`config.mk`:
```
export PLATFORM = sky130hd
export DESIGN_NAME = mem_port_arbiter
export DESIGN_NICKNAME = d
export VERILOG_FILES = /design/src/rtl/mem_port_arbiter.sv
export SDC_FILE = /design/constraint.sdc
export NUM_CORES = 1
export LEC_CHECK = 0
export ABC_AREA = 0
export BUFFER_PORTS_ARGS = -buffer_cell sky130_fd_sc_hd__buf_2
export CAP_MARGIN = 30
export CORE_UTILIZATION = 35
export DETAILED_ROUTE_END_ITERATION = 10
export HOLD_SLACK_MARGIN = 0.12
export PLACE_DENSITY = 0.77
export SLEW_MARGIN = 20
export SYNTH_ARGS = -nofsm -noshare
export SYNTH_HDL_FRONTEND = slang
export SYNTH_SLANG_ARGS = --single-unit
```
`constraint.sdc`:
```
create_clock -name clk -period 1.85 [get_ports clk]
set_input_delay 0.0925 -clock clk [delete_from_list [all_inputs] [get_ports clk]]
set_output_delay 0.0925 -clock clk [all_outputs]
set_load 0.01 [all_outputs]
```
`src/rtl/mem_port_arbiter.sv`:
```
// Two-master burst arbiter in front of a single SDRAM controller port.
// Optional macro ARB_FIXED_PRIO_EN: ties always go to master 0 instead of round-robin.
module mem_port_arbiter #(
    parameter int ADDR_W = 24,
    parameter int DATA_W = 16,
    parameter int CNT_W  = 16
) (
    input  logic              clk,
    input  logic              rst,
    input  logic              m0_req,
    input  logic              m1_req,
    input  logic              m0_wren,
    input  logic              m1_wren,
    input  logic [ADDR_W-1:0] m0_address,
    input  logic [ADDR_W-1:0] m1_address,
    input  logic [DATA_W-1:0] m0_to_mem,
    input  logic [DATA_W-1:0] m1_to_mem,
    output logic              m0_ready,
    output logic              m1_ready,
    output logic [1:0]        m0_offset,
    output logic [1:0]        m1_offset,
    output logic              mem_req,
    output logic              mem_wren,
    output logic [ADDR_W-1:0] mem_address,
    output logic [DATA_W-1:0] mem_to_mem,
    input  logic              mem_ready,
    input  logic [1:0]        mem_offset,
    output logic [CNT_W-1:0]  grant_count
);

    typedef enum logic [1:0] {
        S_IDLE = 2'd0,
        S_GNT0 = 2'd1,
        S_GNT1 = 2'd2
    } state_t;

    state_t           r_state;
    state_t           w_state_nxt;
    logic             r_last_grant;
    logic             w_last_grant_nxt;
    logic [CNT_W-1:0] r_grant_count;
    logic             w_grant_inc;
    logic             w_burst_end;
    logic             w_tie_pick1;

    assign w_burst_end = mem_ready && (mem_offset == 2'd3);

`ifdef ARB_FIXED_PRIO_EN
    assign w_tie_pick1 = 1'b0;
`else
    assign w_tie_pick1 = ~r_last_grant;
`endif

    always_ff @(posedge clk or posedge rst) begin
        if (rst) begin
            r_state       <= S_IDLE;
            r_last_grant  <= 1'b1;
            r_grant_count <= '0;
        end else begin
            r_state      <= w_state_nxt;
            r_last_grant <= w_last_grant_nxt;
            if (w_grant_inc) begin
                r_grant_count <= r_grant_count + 1'b1;
            end
        end
    end

    // Grants are only issued from IDLE, so a request seen on the burst-end
    // cycle waits one IDLE cycle before it can win.
    always_comb begin
        w_state_nxt      = r_state;
        w_last_grant_nxt = r_last_grant;
        w_grant_inc      = 1'b0;
        case (r_state)
            S_IDLE: begin
                if (m0_req && m1_req) begin
                    w_state_nxt      = w_tie_pick1 ? S_GNT1 : S_GNT0;
                    w_last_grant_nxt = w_tie_pick1;
                    w_grant_inc      = 1'b1;
                end else if (m0_req) begin
                    w_state_nxt      = S_GNT0;
                    w_last_grant_nxt = 1'b0;
                    w_grant_inc      = 1'b1;
                end else if (m1_req) begin
                    w_state_nxt      = S_GNT1;
                    w_last_grant_nxt = 1'b1;
                    w_grant_inc      = 1'b1;
                end
            end
            S_GNT0, S_GNT1: begin
                if (w_burst_end) begin
                    w_state_nxt = S_IDLE;
                end
            end
            default: w_state_nxt = S_IDLE;
        endcase
    end

    always_comb begin
        mem_req     = 1'b0;
        mem_wren    = 1'b0;
        mem_address = m0_address;
        mem_to_mem  = m0_to_mem;
        m0_ready    = 1'b0;
        m1_ready    = 1'b0;
        m0_offset   = 2'd0;
        m1_offset   = 2'd0;
        case (r_state)
            S_GNT0: begin
                mem_req   = m0_req;
                mem_wren  = m0_wren;
                m0_ready  = mem_ready;
                m0_offset = mem_offset;
            end
            S_GNT1: begin
                mem_req     = m1_req;
                mem_wren    = m1_wren;
                mem_address = m1_address;
                mem_to_mem  = m1_to_mem;
                m1_ready    = mem_ready;
                m1_offset   = mem_offset;
            end
            default: ;
        endcase
    end

    assign grant_count = r_grant_count;

endmodule

```
# Word-level counts from Yosys, hierarchy flattened
# Index checks and enable logic that the tools add are counted.
totals:
  register_bits: 19
  in_bits: 89
op_classes:
  n_addsub: 1
  reduce_logical: 7
  n_bitwise: 1
  n_eq_ne: 5
  n_mux: 21
ops:
  columns: ["cell", "n"]
  rows:
  - ["$mux 24", 1]
  - ["$add 16x1->16 const B", 1]
  - ["$mux 16", 1]
  - ["$mux 2", 7]
  - ["$mux 1", 9]
  - ["$eq 2x2->1 const B", 2]
  - ["$ne 4x4->1 const B", 1]
  - ["$pmux 1 s2", 2]
  - ["$pmux 2 s2", 1]
  - ["$reduce_and 2->1", 2]
  - ["$reduce_bool 3->1", 1]
  - ["$eq 2x1->1 const B", 1]
  - ["$logic_and 1x1->1", 2]
  - ["$logic_not 2->1", 1]
  - ["$ne 2x2->1 const B", 1]
  - ["$reduce_or 2->1", 1]
  - ["$not 1->1", 1]

# Longest topological paths before layout
depth:
  ltp_word: 4
  depth_mapped: 7
  depth_no_buf: 6

# Worst setup path before layout
# Ideal clock, no wire load.
synth_timing:
  path_type: "register to register"
  start: "register r_state[0]"
  end: "register r_grant_count[15] (netlist: grant_count[15])"
  required_time_ns: 1.726
  path_stages_with_launch: 8
  setup_time_ns: 0.124
  path_slack_ns: 0.281
  arrival_ns: 1.445
  synth_period_minus_slack_ns: 1.569
  n_path_buf: 1
  path_cell_list: "dfrtp_1 inv_1 ha_1 clkbuf_2 o21ai_2 nor4_2 nand4_1 xnor2_1"
synth_between:
  elab_chain_cells: 2
synth_lines:
  columns: ["item", "line_no", "rtl"]
  rows:
  - ["start, declared", "37", "state_t r_state;"]
  - ["start signal, assigned", "60", "r_state <= w_state_nxt;"]
  - ["$logic_not 2->1", "74", "case (r_state)"]
  - ["$mux 1", "74", null]
  - ["end signal, assigned", "63", "r_grant_count <= r_grant_count + 1'b1;"]
  - ["end, declared", "41", "logic [CNT_W-1:0] r_grant_count;"]
# No other way between the ends.
# A chain may end at the register's enable or synchronous reset.

# Worst setup path after layout
layout_timing:
  start: "register r_state[0]"
  end: "output port mem_address[17]"
layout_between:
  elab_chain_cells: 2
layout_lines:
  columns: ["item", "line_no", "rtl"]
  rows:
  - ["$eq 2x2->1", "108", "case (r_state)"]
  - ["$mux 24", "108", null]
  - ["end, declared", "24", "output logic [ADDR_W-1:0] mem_address,"]
# No other way between the ends.

==> flow_summary_export.csv <==
group,metric,value,unit
run_status,status,"finished, final reports clean",
pwr,p_int,1510,µW
floorplanning,io_pins,153,
setup_path,worst_path_max_delay_cell,"dfrtp_1",
timing,setup_viol,0,
cts,cts_sinks,19,
yosys,syn_area,0.00146,mm²
route,drc,0,
yosys,ys.warnings.count,0,
timing,grt_setup_unrepaired,"false",
yosys,ys_types,29,
setup_path,setup.worst_path.end_class,"output port",
layout,areaGrowthSynthToFinish,63.7,%
place,dp_cells,336,
place,hpwl,4.74,mm
pwr,combPwrFrac,63.0,%
setup_path,cp.arrival,1.67,ns
route,vias,1651,
layout,drive_gt1_share,71.2,%
floorplanning,die_h,66.6,µm
route,firstDrtPassIters,4,
timing,finalClockSkew,0.000781,ns
layout,fin_util,59.7,%
layout,insertedDiodeCount,0,
grt,grt_overflow,0,
layout,seqCellArea,477,µm²
setup_path,critical_path_class,"register to output port",
cts,clock_path_buffers,2,
timing,tightest_slew,0.688,ns
pwr,leakagePower,0.00129,µW
min_path,worstHoldPathType,"input port to register",
pwr,sequentialPowerShare,25.9,%
pwr,p_sw,1050,µW
setup_path,cp_max_fo,20,
timing,drv_slew,0,
layout,multiInputGateArea,946,µm²
pwr,p_total,2560,µW
layout,finalNetCount,387,
cts,clk_latency,0.25,ns
yosys,yosysTopAreaCellShare,31.6,%
cts,cts_buffers,3,
grt,grt.total_usage,24.1,%
run,cap_violations,0,
yosys,synth_common_cells,"mux2_2 (41), dfrtp_1 (18), xnor2_1 (10), inv_1 (8)",
timing,period_needed,1.77,ns
floorplanning,design.die.area,0.00443,mm²
yosys,syn_inst,137,
yosys,synth-async-reset-ratio,100,%
setup_path,critical_path.startpoint,"r_state[0]",
floorplanning,core_region_area,0.00400,mm²
setup_path,critPathRequiredTime,1.76,ns
cts,cts_tree,"done",
min_path,hold_depth,3,
grt,grt_pass1_wl,7.73,mm
timing,hold_viol_final,0,
setup_path,rrSetupSlack,0.22,ns
yosys,synth_edf_count,0,
timing,max_freq,0.566,GHz
grt,grt_pass1_vias,1451,
timing,tns,0,ns
timing,finalCritPeriodShare,95.5,%
setup_path,cpPeakStageDelay,0.38,ns
yosys,yosys-top-cells-area,"mux2_2 (32%), dfrtp_1 (31%), xnor2_1 (6.0%), ha_1 (4.3%), xor2_1 (3.0%)",
setup_path,start_kind,"register",
pwr,clkPwrFrac,11.1,%
yosys,synth-main-ff-cell,"dfrtp_1",
floorplanning,start_util,36.5,%
floorplanning,die_width,66.6,µm
layout,fin_cells,342,
min_path,holdCritStartpoint,"m1_req",
setup_path,r2r_start,"r_state[0]",
grt,grt_max_degree,21,
route,via_per_inst,4.83,
place,portBuffers,152,
pwr,swShare,41.1,%
route,drt-initial-drc-count,55,
layout,nFillCells,351,
cts,cts_max_level,1,
pwr,irDropWorstVdd,0.000735,V
cts,root_buffer,"clkbuf_8",
route,drt_wl_total,5.50,mm
pwr,pwr_density_cell,1070,mW/mm²
yosys,syn_nets,231,
route,wire_per_inst,16.1,µm
yosys,avgSynthCellArea,10.7,µm²
place,gp_congestion,0.822,
cts,clk_pin_slew,0.07,ns
grt,antenna_found_initial,1,
timing,maxSlewHeadroom,54.1,%
route,ant_nets,0,
setup_path,reg2regPathDepth,6,
floorplanning,rows,23,
yosys,ys_ff_latch,19,
yosys,ys_seq_area_share,32.6,%
yosys,yosysTopAreaCell,"mux2_2",
yosys,synth_most_common_cell,"mux2_2",
setup_path,path_cells,"inv_1 -> ha_4 -> buf_12 -> mux2_2 -> buf_2",
-- per-layer routing --
metal | routed length, µm | global-route usage (%) | vias to the layer above | part of all wire [%]
li1 | - | - | 797 | -
met1 | 2470 | 34.6 | 755 | 45
met2 | 2390 | 36.0 | 86 | 43
met3 | 544 | 5.65 | 11 | 9.9
met4 | 82 | 5.59 | 2 | 1.5
met5 | 11 | 0 | - | 0.20
-- cell type report --
cell class	instances	area share, %
tap	50	2.62
inverter	8	1.26
sequential	19	19.9
multi-input combinational	104	39.6
timing repair buffer	157	34.7
clock buffer	3	1.73
clock inverter	1	0.209
-- logic make-up (layout without fill, tap and decap cells) --
logic type	count (synthesis)	count (layout)	synth area share, %
mux	41	41	31.6
simple gates	31	31	12.7
flops	19	19	32.6
xor+xnor	15	15	9.00
buf+inv	14	169	4.03
compound gates	12	12	5.74
fa+ha+maj	5	5	4.28
-- worst max-delay path: cells and delay by family (launching register included) --
kind                       cells  cell delay, ns
muxes                          1            0.35
adders and majority gates      1            0.21
buffers and inverters          3            0.47
DFF                            1            0.38
-- worst paths after layout --
check	to
worst max-delay path	mem_address[17]
worst min-delay path	r_last_grant
worst max register to register	grant_count[12]
worst min register to register	grant_count[15]
max in group asynchronous	grant_count[12]
min in group asynchronous	r_state[0]
-- layout by cell type, fill, tap and decap left out, drive strengths merged, types with 3 or more instances in the layout --
| master | netlist | layout |
|---|---|---|
| and2 | 6 | 6 |
| nand2 | 4 | 4 |
| buf | 4 | 155 |
| nor2 | 4 | 4 |
| xor2 | 5 | 5 |
| mux2 | 41 | 41 |
| nor4 | 3 | 3 |
| clkbuf | 2 | 3 |
| nand3 | 7 | 7 |
| dfrtp | 18 | 18 |
| a21oi | 3 | 3 |
| xnor2 | 10 | 10 |
| inv | 8 | 8 |
| ha | 5 | 5 |
-- sequential cells by signal (all words and copies together), names as in the netlist --
signal and flops:
r_last_grant 1, r_state 2, grant_count 16
-- timing repair --
| action | 4_1_cts | 5_1_grt |
|---|---|---|
| endpoints found under the setup margin | 0 | 38 |
| endpoints found under the hold margin | 19 | 0 |
| buffers inserted | 0 | 0 |
| hold buffers | 2 | 0 |
| resized for setup | 0 | 2 |
-- metrics by stage --
step                      hold slack (ns)  area (µm²)  setup WS [ns]
after floorplan                    0.0429        1460          0.281
after global placement              0.226        2300          0.301
after detailed placement            0.230        2300          0.273
after CTS                           0.172        2370        0.00860
after global routing                0.173        2390        0.00970
final                               0.178        2390         0.0833
-- power by group through the flow --
stage	clock network, µW	logic, µW	registers [µW]
after global routing	311	1740	684
after global placement	0	1570	661
after floorplan	0	945	682
after CTS	288	1600	659
after detailed placement	0	1590	663
final	284	1610	662
(Power assumes the default switching activity.)
